<file path="src/rtl/csr_if.sv">
// Bus between the CSR decode / EX stage and the machine-mode CSR file.
// Carries decoded strobes, operands, interrupt lines and redirect/stall results.
interface csr_if;
    logic        csr_en_sig;
    logic        csr_read;
    logic        csr_write;
    logic        csr_MRET;
    logic        csr_WFI;
    logic        csr_imm_mode;
    logic [2:0]  csr_WSC_mode;
    logic [11:0] csr_addr;
    logic [31:0] rs1_data;
    logic [4:0]  zimm;
    logic [31:0] ex_pc;
    logic        int_ok;
    logic        ext_irq;
    logic        tmr_irq;
    logic        instr_retire;
    logic [31:0] csr_rdata;
    logic        csr_illegal;
    logic        csr_redirect;
    logic [31:0] csr_target;
    logic        csr_stall;

    modport master (
        output csr_en_sig, csr_read, csr_write,
        output csr_MRET, csr_WFI, csr_imm_mode,
        output csr_WSC_mode, csr_addr, rs1_data,
        output zimm, ex_pc, int_ok,
        output ext_irq, tmr_irq, instr_retire,
        input  csr_rdata, csr_illegal,
        input  csr_redirect, csr_target, csr_stall
    );

    modport slave (
        input  csr_en_sig, csr_read, csr_write,
        input  csr_MRET, csr_WFI, csr_imm_mode,
        input  csr_WSC_mode, csr_addr, rs1_data,
        input  zimm, ex_pc, int_ok,
        input  ext_irq, tmr_irq, instr_retire,
        output csr_rdata, csr_illegal,
        output csr_redirect, csr_target, csr_stall
    );
endinterface

</file>
<file path="src/rtl/csr_file.sv">
// Machine-mode CSR file with trap entry, MRET, WFI sleep and
// 64-bit cycle/instret counters; drives PC redirect and stall.
module csr_file #(
    parameter logic [31:0] MTVEC_VAL = 32'h0000_0100,
    parameter int          REGWIDTH  = 32
) (
    input logic  clk,
    input logic  rst_n,
    csr_if.slave bus
);
    typedef enum logic {RUN, SLEEP} state_e;

    state_e state_q, state_d;
    logic mie_q, mie_d, mpie_q, mpie_d;
    logic mtie_q, mtie_d, meie_q, meie_d;
    logic [REGWIDTH-1:0] mepc_q, mepc_d;
    logic [REGWIDTH-1:0] wfi_pc_q, wfi_pc_d;
    logic [REGWIDTH-1:0] target_q, target_d;
    logic redirect_q, redirect_d;
    logic [63:0] mcycle_q, mcycle_d;
    logic [63:0] minstret_q, minstret_d;

    logic [REGWIDTH-1:0] old_val, src, wdata;
    logic mapped, ro, illegal, wr_mode, do_write, pend;

    // Address decode: pre-write value plus mapped/read-only flags
    always_comb begin
        old_val = '0;
        mapped  = 1'b1;
        ro      = 1'b0;
        case (bus.csr_addr)
            12'h300: old_val = {19'b0, 2'b11, 3'b0, mpie_q,
                                3'b0, mie_q, 3'b0};
            12'h304: old_val = {20'b0, meie_q, 3'b0, mtie_q, 7'b0};
            12'h305: begin old_val = MTVEC_VAL; ro = 1'b1; end
            12'h341: old_val = mepc_q;
            12'h344: begin
                old_val = {20'b0, bus.ext_irq, 3'b0,
                           bus.tmr_irq, 7'b0};
                ro = 1'b1;
            end
            12'hB00: old_val = mcycle_q[31:0];
            12'hB80: old_val = mcycle_q[63:32];
            12'hB02: old_val = minstret_q[31:0];
            12'hB82: old_val = minstret_q[63:32];
            12'hC00: begin old_val = mcycle_q[31:0];    ro = 1'b1; end
            12'hC80: begin old_val = mcycle_q[63:32];   ro = 1'b1; end
            12'hC02: begin old_val = minstret_q[31:0];  ro = 1'b1; end
            12'hC82: begin old_val = minstret_q[63:32]; ro = 1'b1; end
            default: mapped = 1'b0;
        endcase
    end

    always_comb begin
        src   = bus.csr_imm_mode ? {27'b0, bus.zimm} : bus.rs1_data;
        wdata = old_val;
        case (bus.csr_WSC_mode)
            3'd1:    wdata = src;
            3'd2:    wdata = old_val | src;
            3'd3:    wdata = old_val & ~src;
            default: wdata = old_val;
        endcase
    end

    assign wr_mode = (bus.csr_WSC_mode == 3'd1) |
                     (bus.csr_WSC_mode == 3'd2) |
                     (bus.csr_WSC_mode == 3'd3);
    assign illegal = bus.csr_en_sig & bus.csr_read &
                     ~bus.csr_MRET & ~bus.csr_WFI &
                     (~mapped | (bus.csr_write & ro));
    assign do_write = bus.csr_en_sig & bus.csr_write & wr_mode &
                      ~illegal & mapped & ~ro & (state_q == RUN);
    assign pend = (mtie_q & bus.tmr_irq) | (meie_q & bus.ext_irq);

    assign bus.csr_rdata    = (bus.csr_en_sig & bus.csr_read) ?
                              old_val : '0;
    assign bus.csr_illegal  = illegal;
    assign bus.csr_redirect = redirect_q;
    assign bus.csr_target   = target_q;
    assign bus.csr_stall    = (state_q == SLEEP);

    always_comb begin
        state_d    = state_q;
        mie_d      = mie_q;
        mpie_d     = mpie_q;
        mtie_d     = mtie_q;
        meie_d     = meie_q;
        mepc_d     = mepc_q;
        wfi_pc_d   = wfi_pc_q;
        target_d   = target_q;
        redirect_d = 1'b0;
        mcycle_d   = mcycle_q + 64'd1;
        minstret_d = minstret_q + {63'b0, bus.instr_retire};
        if (do_write) begin
            case (bus.csr_addr)
                12'h300: begin mie_d = wdata[3]; mpie_d = wdata[7]; end
                12'h304: begin mtie_d = wdata[7]; meie_d = wdata[11]; end
                12'h341: mepc_d = {wdata[31:2], 2'b00};
                12'hB00: mcycle_d = {mcycle_q[63:32], wdata};
                12'hB80: mcycle_d = {wdata, mcycle_q[31:0]};
                12'hB02: minstret_d = {minstret_q[63:32], wdata};
                12'hB82: minstret_d = {wdata, minstret_q[31:0]};
                default: ;
            endcase
        end
        unique case (state_q)
            RUN: begin
                if (bus.csr_WFI) begin
                    state_d  = SLEEP;
                    wfi_pc_d = bus.ex_pc + 32'd4;
                end else if (bus.csr_MRET) begin
                    mie_d      = mpie_q;
                    mpie_d     = 1'b1;
                    redirect_d = 1'b1;
                    target_d   = mepc_q;
                end else if (pend & mie_q & bus.int_ok &
                             ~bus.csr_en_sig) begin
                    mepc_d     = bus.ex_pc;
                    mpie_d     = mie_q;
                    mie_d      = 1'b0;
                    redirect_d = 1'b1;
                    target_d   = MTVEC_VAL;
                end
            end
            SLEEP: begin
                // Wake on any enabled pending source; trap only if MIE set
                if (pend) begin
                    state_d = RUN;
                    if (mie_q) begin
                        mepc_d     = wfi_pc_q;
                        mpie_d     = 1'b1;
                        mie_d      = 1'b0;
                        redirect_d = 1'b1;
                        target_d   = MTVEC_VAL;
                    end
                end
            end
        endcase
    end

    always_ff @(posedge clk) begin
        if (!rst_n) begin
            state_q    <= RUN;
            mie_q      <= 1'b0;
            mpie_q     <= 1'b0;
            mtie_q     <= 1'b0;
            meie_q     <= 1'b0;
            mepc_q     <= '0;
            wfi_pc_q   <= '0;
            target_q   <= '0;
            redirect_q <= 1'b0;
            mcycle_q   <= '0;
            minstret_q <= '0;
        end else begin
            state_q    <= state_d;
            mie_q      <= mie_d;
            mpie_q     <= mpie_d;
            mtie_q     <= mtie_d;
            meie_q     <= meie_d;
            mepc_q     <= mepc_d;
            wfi_pc_q   <= wfi_pc_d;
            target_q   <= target_d;
            redirect_q <= redirect_d;
            mcycle_q   <= mcycle_d;
            minstret_q <= minstret_d;
        end
    end
endmodule
</file>
<file path="src/flat_wrapper.sv">
// flat-port wrapper written by rule: the top's interface ports become plain ports
module csr_file_flat 
#(
    parameter logic [31:0] MTVEC_VAL = 32'h0000_0100,
    parameter int          REGWIDTH  = 32
)
  (clk, rst_n, bus_csr_en_sig, bus_csr_read, bus_csr_write, bus_csr_MRET, bus_csr_WFI, bus_csr_imm_mode, bus_csr_WSC_mode, bus_csr_addr, bus_rs1_data, bus_zimm, bus_ex_pc, bus_int_ok, bus_ext_irq, bus_tmr_irq, bus_instr_retire, bus_csr_rdata, bus_csr_illegal, bus_csr_redirect, bus_csr_target, bus_csr_stall);
  csr_if bus_i ();
  input logic clk;
  input logic rst_n;
  input wire logic [$bits(bus_i.csr_en_sig)-1:0] bus_csr_en_sig;
  input wire logic [$bits(bus_i.csr_read)-1:0] bus_csr_read;
  input wire logic [$bits(bus_i.csr_write)-1:0] bus_csr_write;
  input wire logic [$bits(bus_i.csr_MRET)-1:0] bus_csr_MRET;
  input wire logic [$bits(bus_i.csr_WFI)-1:0] bus_csr_WFI;
  input wire logic [$bits(bus_i.csr_imm_mode)-1:0] bus_csr_imm_mode;
  input wire logic [$bits(bus_i.csr_WSC_mode)-1:0] bus_csr_WSC_mode;
  input wire logic [$bits(bus_i.csr_addr)-1:0] bus_csr_addr;
  input wire logic [$bits(bus_i.rs1_data)-1:0] bus_rs1_data;
  input wire logic [$bits(bus_i.zimm)-1:0] bus_zimm;
  input wire logic [$bits(bus_i.ex_pc)-1:0] bus_ex_pc;
  input wire logic [$bits(bus_i.int_ok)-1:0] bus_int_ok;
  input wire logic [$bits(bus_i.ext_irq)-1:0] bus_ext_irq;
  input wire logic [$bits(bus_i.tmr_irq)-1:0] bus_tmr_irq;
  input wire logic [$bits(bus_i.instr_retire)-1:0] bus_instr_retire;
  output wire logic [$bits(bus_i.csr_rdata)-1:0] bus_csr_rdata;
  output wire logic [$bits(bus_i.csr_illegal)-1:0] bus_csr_illegal;
  output wire logic [$bits(bus_i.csr_redirect)-1:0] bus_csr_redirect;
  output wire logic [$bits(bus_i.csr_target)-1:0] bus_csr_target;
  output wire logic [$bits(bus_i.csr_stall)-1:0] bus_csr_stall;
  assign bus_i.csr_en_sig = bus_csr_en_sig;
  assign bus_i.csr_read = bus_csr_read;
  assign bus_i.csr_write = bus_csr_write;
  assign bus_i.csr_MRET = bus_csr_MRET;
  assign bus_i.csr_WFI = bus_csr_WFI;
  assign bus_i.csr_imm_mode = bus_csr_imm_mode;
  assign bus_i.csr_WSC_mode = bus_csr_WSC_mode;
  assign bus_i.csr_addr = bus_csr_addr;
  assign bus_i.rs1_data = bus_rs1_data;
  assign bus_i.zimm = bus_zimm;
  assign bus_i.ex_pc = bus_ex_pc;
  assign bus_i.int_ok = bus_int_ok;
  assign bus_i.ext_irq = bus_ext_irq;
  assign bus_i.tmr_irq = bus_tmr_irq;
  assign bus_i.instr_retire = bus_instr_retire;
  assign bus_csr_rdata = bus_i.csr_rdata;
  assign bus_csr_illegal = bus_i.csr_illegal;
  assign bus_csr_redirect = bus_i.csr_redirect;
  assign bus_csr_target = bus_i.csr_target;
  assign bus_csr_stall = bus_i.csr_stall;
  csr_file #(.MTVEC_VAL(MTVEC_VAL), .REGWIDTH(REGWIDTH)) u_core (.clk(clk), .rst_n(rst_n), .bus(bus_i));
endmodule
</file>
<file path="config.mk">
export PLATFORM = sky130hd
export DESIGN_NAME = csr_file_flat
export DESIGN_NICKNAME = d
export VERILOG_FILES = /design/src/rtl/csr_if.sv /design/src/rtl/csr_file.sv /design/src/flat_wrapper.sv
export SDC_FILE = /design/constraint.sdc
export NUM_CORES = 1
export LEC_CHECK = 0
export ABC_CLOCK_PERIOD_IN_PS = 2100
export BUFFER_PORTS_ARGS = -buffer_cell sky130_fd_sc_hd__buf_2
export CAP_MARGIN = 40
export CORE_MARGIN = 2
export CORE_UTILIZATION = 30
export DETAILED_ROUTE_END_ITERATION = 16
export PLACE_DENSITY = 0.5
export SLEW_MARGIN = 20
export SYNTH_ARGS = -nofsm -noshare
export SYNTH_HDL_FRONTEND = slang
export SYNTH_SLANG_ARGS = --single-unit
</file>
<file path="constraint.sdc">
create_clock -name clk -period 2.1 [get_ports clk]
set_input_delay 0.105 -clock clk [delete_from_list [all_inputs] [get_ports clk]]
set_output_delay 0.105 -clock clk [all_outputs]
set_load 0.1 [all_outputs]
</file>
==> key figures <==
Status
  – Status: finished, violations left
  – Violated checks: setup timing

Setup path
  – Crit path DAT: 2.21 ns
  – CP cell instances: buf_6, mux2_4, a22oi_2, nor2_4, a221oi_2, buf_4, buf_6, nor2_4, buf_12
  – Crit path launch type: flop
  – Buf/Inv on CP: 4
  – Cell family with most CP delay: buffers and inverters
  – Crit-path max FO: 2
  – CP endpoint kind: output port
  – Critical path startpoint: u_core.minstret_q[38]$_SDFFE_PN0P_
  – Req. time, crit path: 2.00 ns
  – Delay of the slowest critical-path stage: 0.33 ns
  – RR Startpoint: u_core.mcycle_q[37]$_SDFFE_PN0P_
  – Critical path type: flop to output port
  – CP max-delay cell: dfxtp_2

Floorplanning
  – Die area: 0.05436 mm^2
  – Num ports: 163
  – Die Ht: 233.1 um
  – Die span in x: 233.1 um
  – Initial Util: 30.52%
  – FP Rows: 83
  – Floorplan core area: 0.05161 mm^2

Yosys
  – Top cells by area, synth: dfxtp_1 (29%), nor2_1 (5.2%), a21oi_1 (4.4%)
  – Most used flip-flop cell after synthesis: dfxtp_1
  – Syn Area/Cell: 7.555 um^2
  – EDFF count, synth: 0
  – Most numerous cell in the Yosys netlist: dfxtp_1
  – Top-area cell type share of the netlist area: 29.23%
  – Distinct cell type count after synthesis: 110
  – Top cells by count, synth: dfxtp_1 (230), nor2_1 (217), nand2_1 (179), a21oi_1 (138), o21ai_0 (127)
  – Ys async rst share: 0%
  – Synth Cell Area: 0.01575 mm^2
  – Sequential area share after synthesis: 29.23%
  – Synth warn: 0
  – Synth Register Bits: 230
  – Post-Syn Nets: 2,185
  – Leading area contributor after synthesis: dfxtp_1
  – Cells after Synth: 2,085

CTS
  – Clock tree buffer depth: 3
  – CTS buffer count: 30
  – Clk sink count: 230
  – Clock Latency Late Sink: 0.60 ns
  – Worst-path clk slew: 0.06 ns
  – CTS tree: yes
  – H-tree depth: 1
  – CTS Root Cell: clkbuf_16

Detailed routing
  – Residual DRC: 0
  – First-pass DRT Iterations: 6
  – Total wire length: 94,230 um
  – Starting DRT DRC Count: 2,367
  – Post-DRT Antenna Nets: 0
  – Vias: 21,488
  – Wire per inst: 26.37 um
  – Via density: 6.014

Power
  – Combinational share of power: 13.7%
  – Internal power: 8.134 mW
  – Clock network fraction of total power: 47.0%
  – Worst VDD drop: 0.6530 mV
  – Sequential power share: 39.3%
  – Lkg Pwr: 10.76 nW
  – Psw: 3.283 mW
  – Switching Fraction: 28.75%
  – Power, Total: 11.42 mW
  – Pwr dens: 408.3 mW/mm^2

Cells and area
  – Share of layout cells above drive strength 1: 49.83%
  – Area of all placed cells without fillers: 0.02796 mm^2
  – Layout area overhead: 77.49%
  – Nets@finish: 2,969

Placement
  – Global placement routability congestion: 0.9760
  – Cell area after placement: 0.02227 mm^2
  – Post-DP HPWL: 68,940 um
  – Port Buf Inserts: 162

Min path
  – Hold crit path type: primary input to flop
  – Min-delay src: bus_ex_pc[9]

Global route
  – Initial antenna violation count: 2
  – All-layer global routing usage: 32.94%
  – First-pass GRT wire length: 133,800 um
  – Number of global-route vias before repair: 20,088
  – Largest net degree at the start of global routing: 72
  – Overflow after GRT: 0

STA
  – RSZ-0062 raised after global routing: true
  – Peak Freq: 432.8 MHz
  – Setup slack after layout: -0.2106 ns
  – Slew HR: 45.36%
  – Slew Limit Fails: 0
  – # setup viols final: 56
  – Final hold viol count: 0
  – Final period utilization: 110.0%
  – Worst-margin pin slew: 0.8197 ns
  – Crit path time final: 2.311 ns
  – Skew final: 0.01317 ns

Flow run
  – Maxcap violations: 0
[logic make-up (layout without fill, tap and decap cells)]
group                      after synthesis  count (layout)  share of synthesized area (%)
muxes                                   59              59                          4.130
adders and majority gates                4               4                         0.3177
DFF                                    230             230                          29.23
AOI/OAI and AO/OA                      656             656                          27.83
other                                    0               1                              0
xor gates and xnor gates                51              51                          2.836
buffers and inverters                  192             999                          5.830
and+or+nand+nor                        893             893                          29.83
[power by group through the flow]
stage	clock, mW	combinational (mW)	sequential [mW]
after detailed placement	0	1.34	4.60
after global routing	5.60	1.64	4.49
final	5.36	1.57	4.49
after global placement	0	1.33	4.59
after floorplan	0	0.610	4.62
after CTS	5.39	1.46	4.50
[worst paths after layout]
| check | slack [ns] | endpoint | cells past startpoint |
|---|---|---|---|
| min | 0.03 | u_core.wfi_pc_q[11]$_SDFFE_PN0P_ | 4 |
| min reg2reg | 0.48 | u_core.bus.csr_target[8]$_SDFFE_PN0P_ | 2 |
| max | -0.21 | bus_csr_rdata[6] | 9 |
| max reg2reg | -0.17 | u_core.mcycle_q[54]$_SDFFE_PN0P_ | 9 |
[timing repair]
item | CTS | global route
buffers inserted | 112 | 72
hold buffers | 35 | 1
hold endpoints to repair | 53 | 2
pin swaps | 104 | 171
endpoints found under the setup margin | 129 | 155
gates cloned | 3 | 6
resized for setup | 381 | 325
[metal layers]
metal	global-route usage, %	wire length [um]	share of wire, %
met4	14.01	5337	5.7
met5	0	11	0.012
met1	44.60	38470	41
met2	50.86	40730	43
met3	6.262	9674	10
[cell usage in the layout (no fill, tap or decap), drive strengths merged, types with 30 or more instances in the layout]
cell,n
buf,881
dlygate4sd3,35
nand4,57
o21ai,136
dfxtp,230
clkbuf,45
nor3,77
nor2,221
nand2,181
nor4,39
a221oi,30
a22oi,58
nand3,125
and3,34
a31oi,49
a211oi,41
o22ai,51
a21oi,138
mux2i,38
[flip-flops by register name, summed over array words and instances, names as in the netlist]
signal,cells
u_core.mcycle_q,64
u_core.meie_q,1
u_core.mie_q,1
u_core.mepc_q,32
u_core.minstret_q,64
u_core.bus.csr_redirect,1
u_core.bus.csr_target,32
u_core.mpie_q,1
u_core.bus.csr_stall,1
u_core.wfi_pc_q,32
u_core.mtie_q,1
[area by class of cell]
class / count / area (um^2)
clock buffers: 40 / 818.3
diodes: 1 / 2.502
fillers: 4701 / 23650
inverters: 23 / 88.84
well taps: 680 / 850.8
clock inverters: 15 / 176.4
flip-flops and latches: 230 / 4753
multi-input cells: 1663 / 12830
repair buffers: 921 / 8442
[worst min-delay path: stages]
cell      delay, ns
buf_2          0.11
and3_1         0.17
xnor2_1        0.12
a211oi_1       0.06
[stage by stage]
stage                     hold WS, ns  util, %  instances  setup WS (ns)  setup TNS, ns
final                         0.02562    54.17       3573        -0.2106         -3.701
after global routing          0.02374    54.17       3573        -0.2435         -7.565
after CTS                    0.007779    50.23       3505        -0.2053         -3.402
after detailed placement       0.3809    43.15       3324        -0.4730         -43.94
after global placement         0.3712    43.15       3324        -0.4579         -39.90
after floorplan                0.2006        -       2085        -0.1754        -0.1754
No activity file was read; power rests on OpenSTA's default activity.
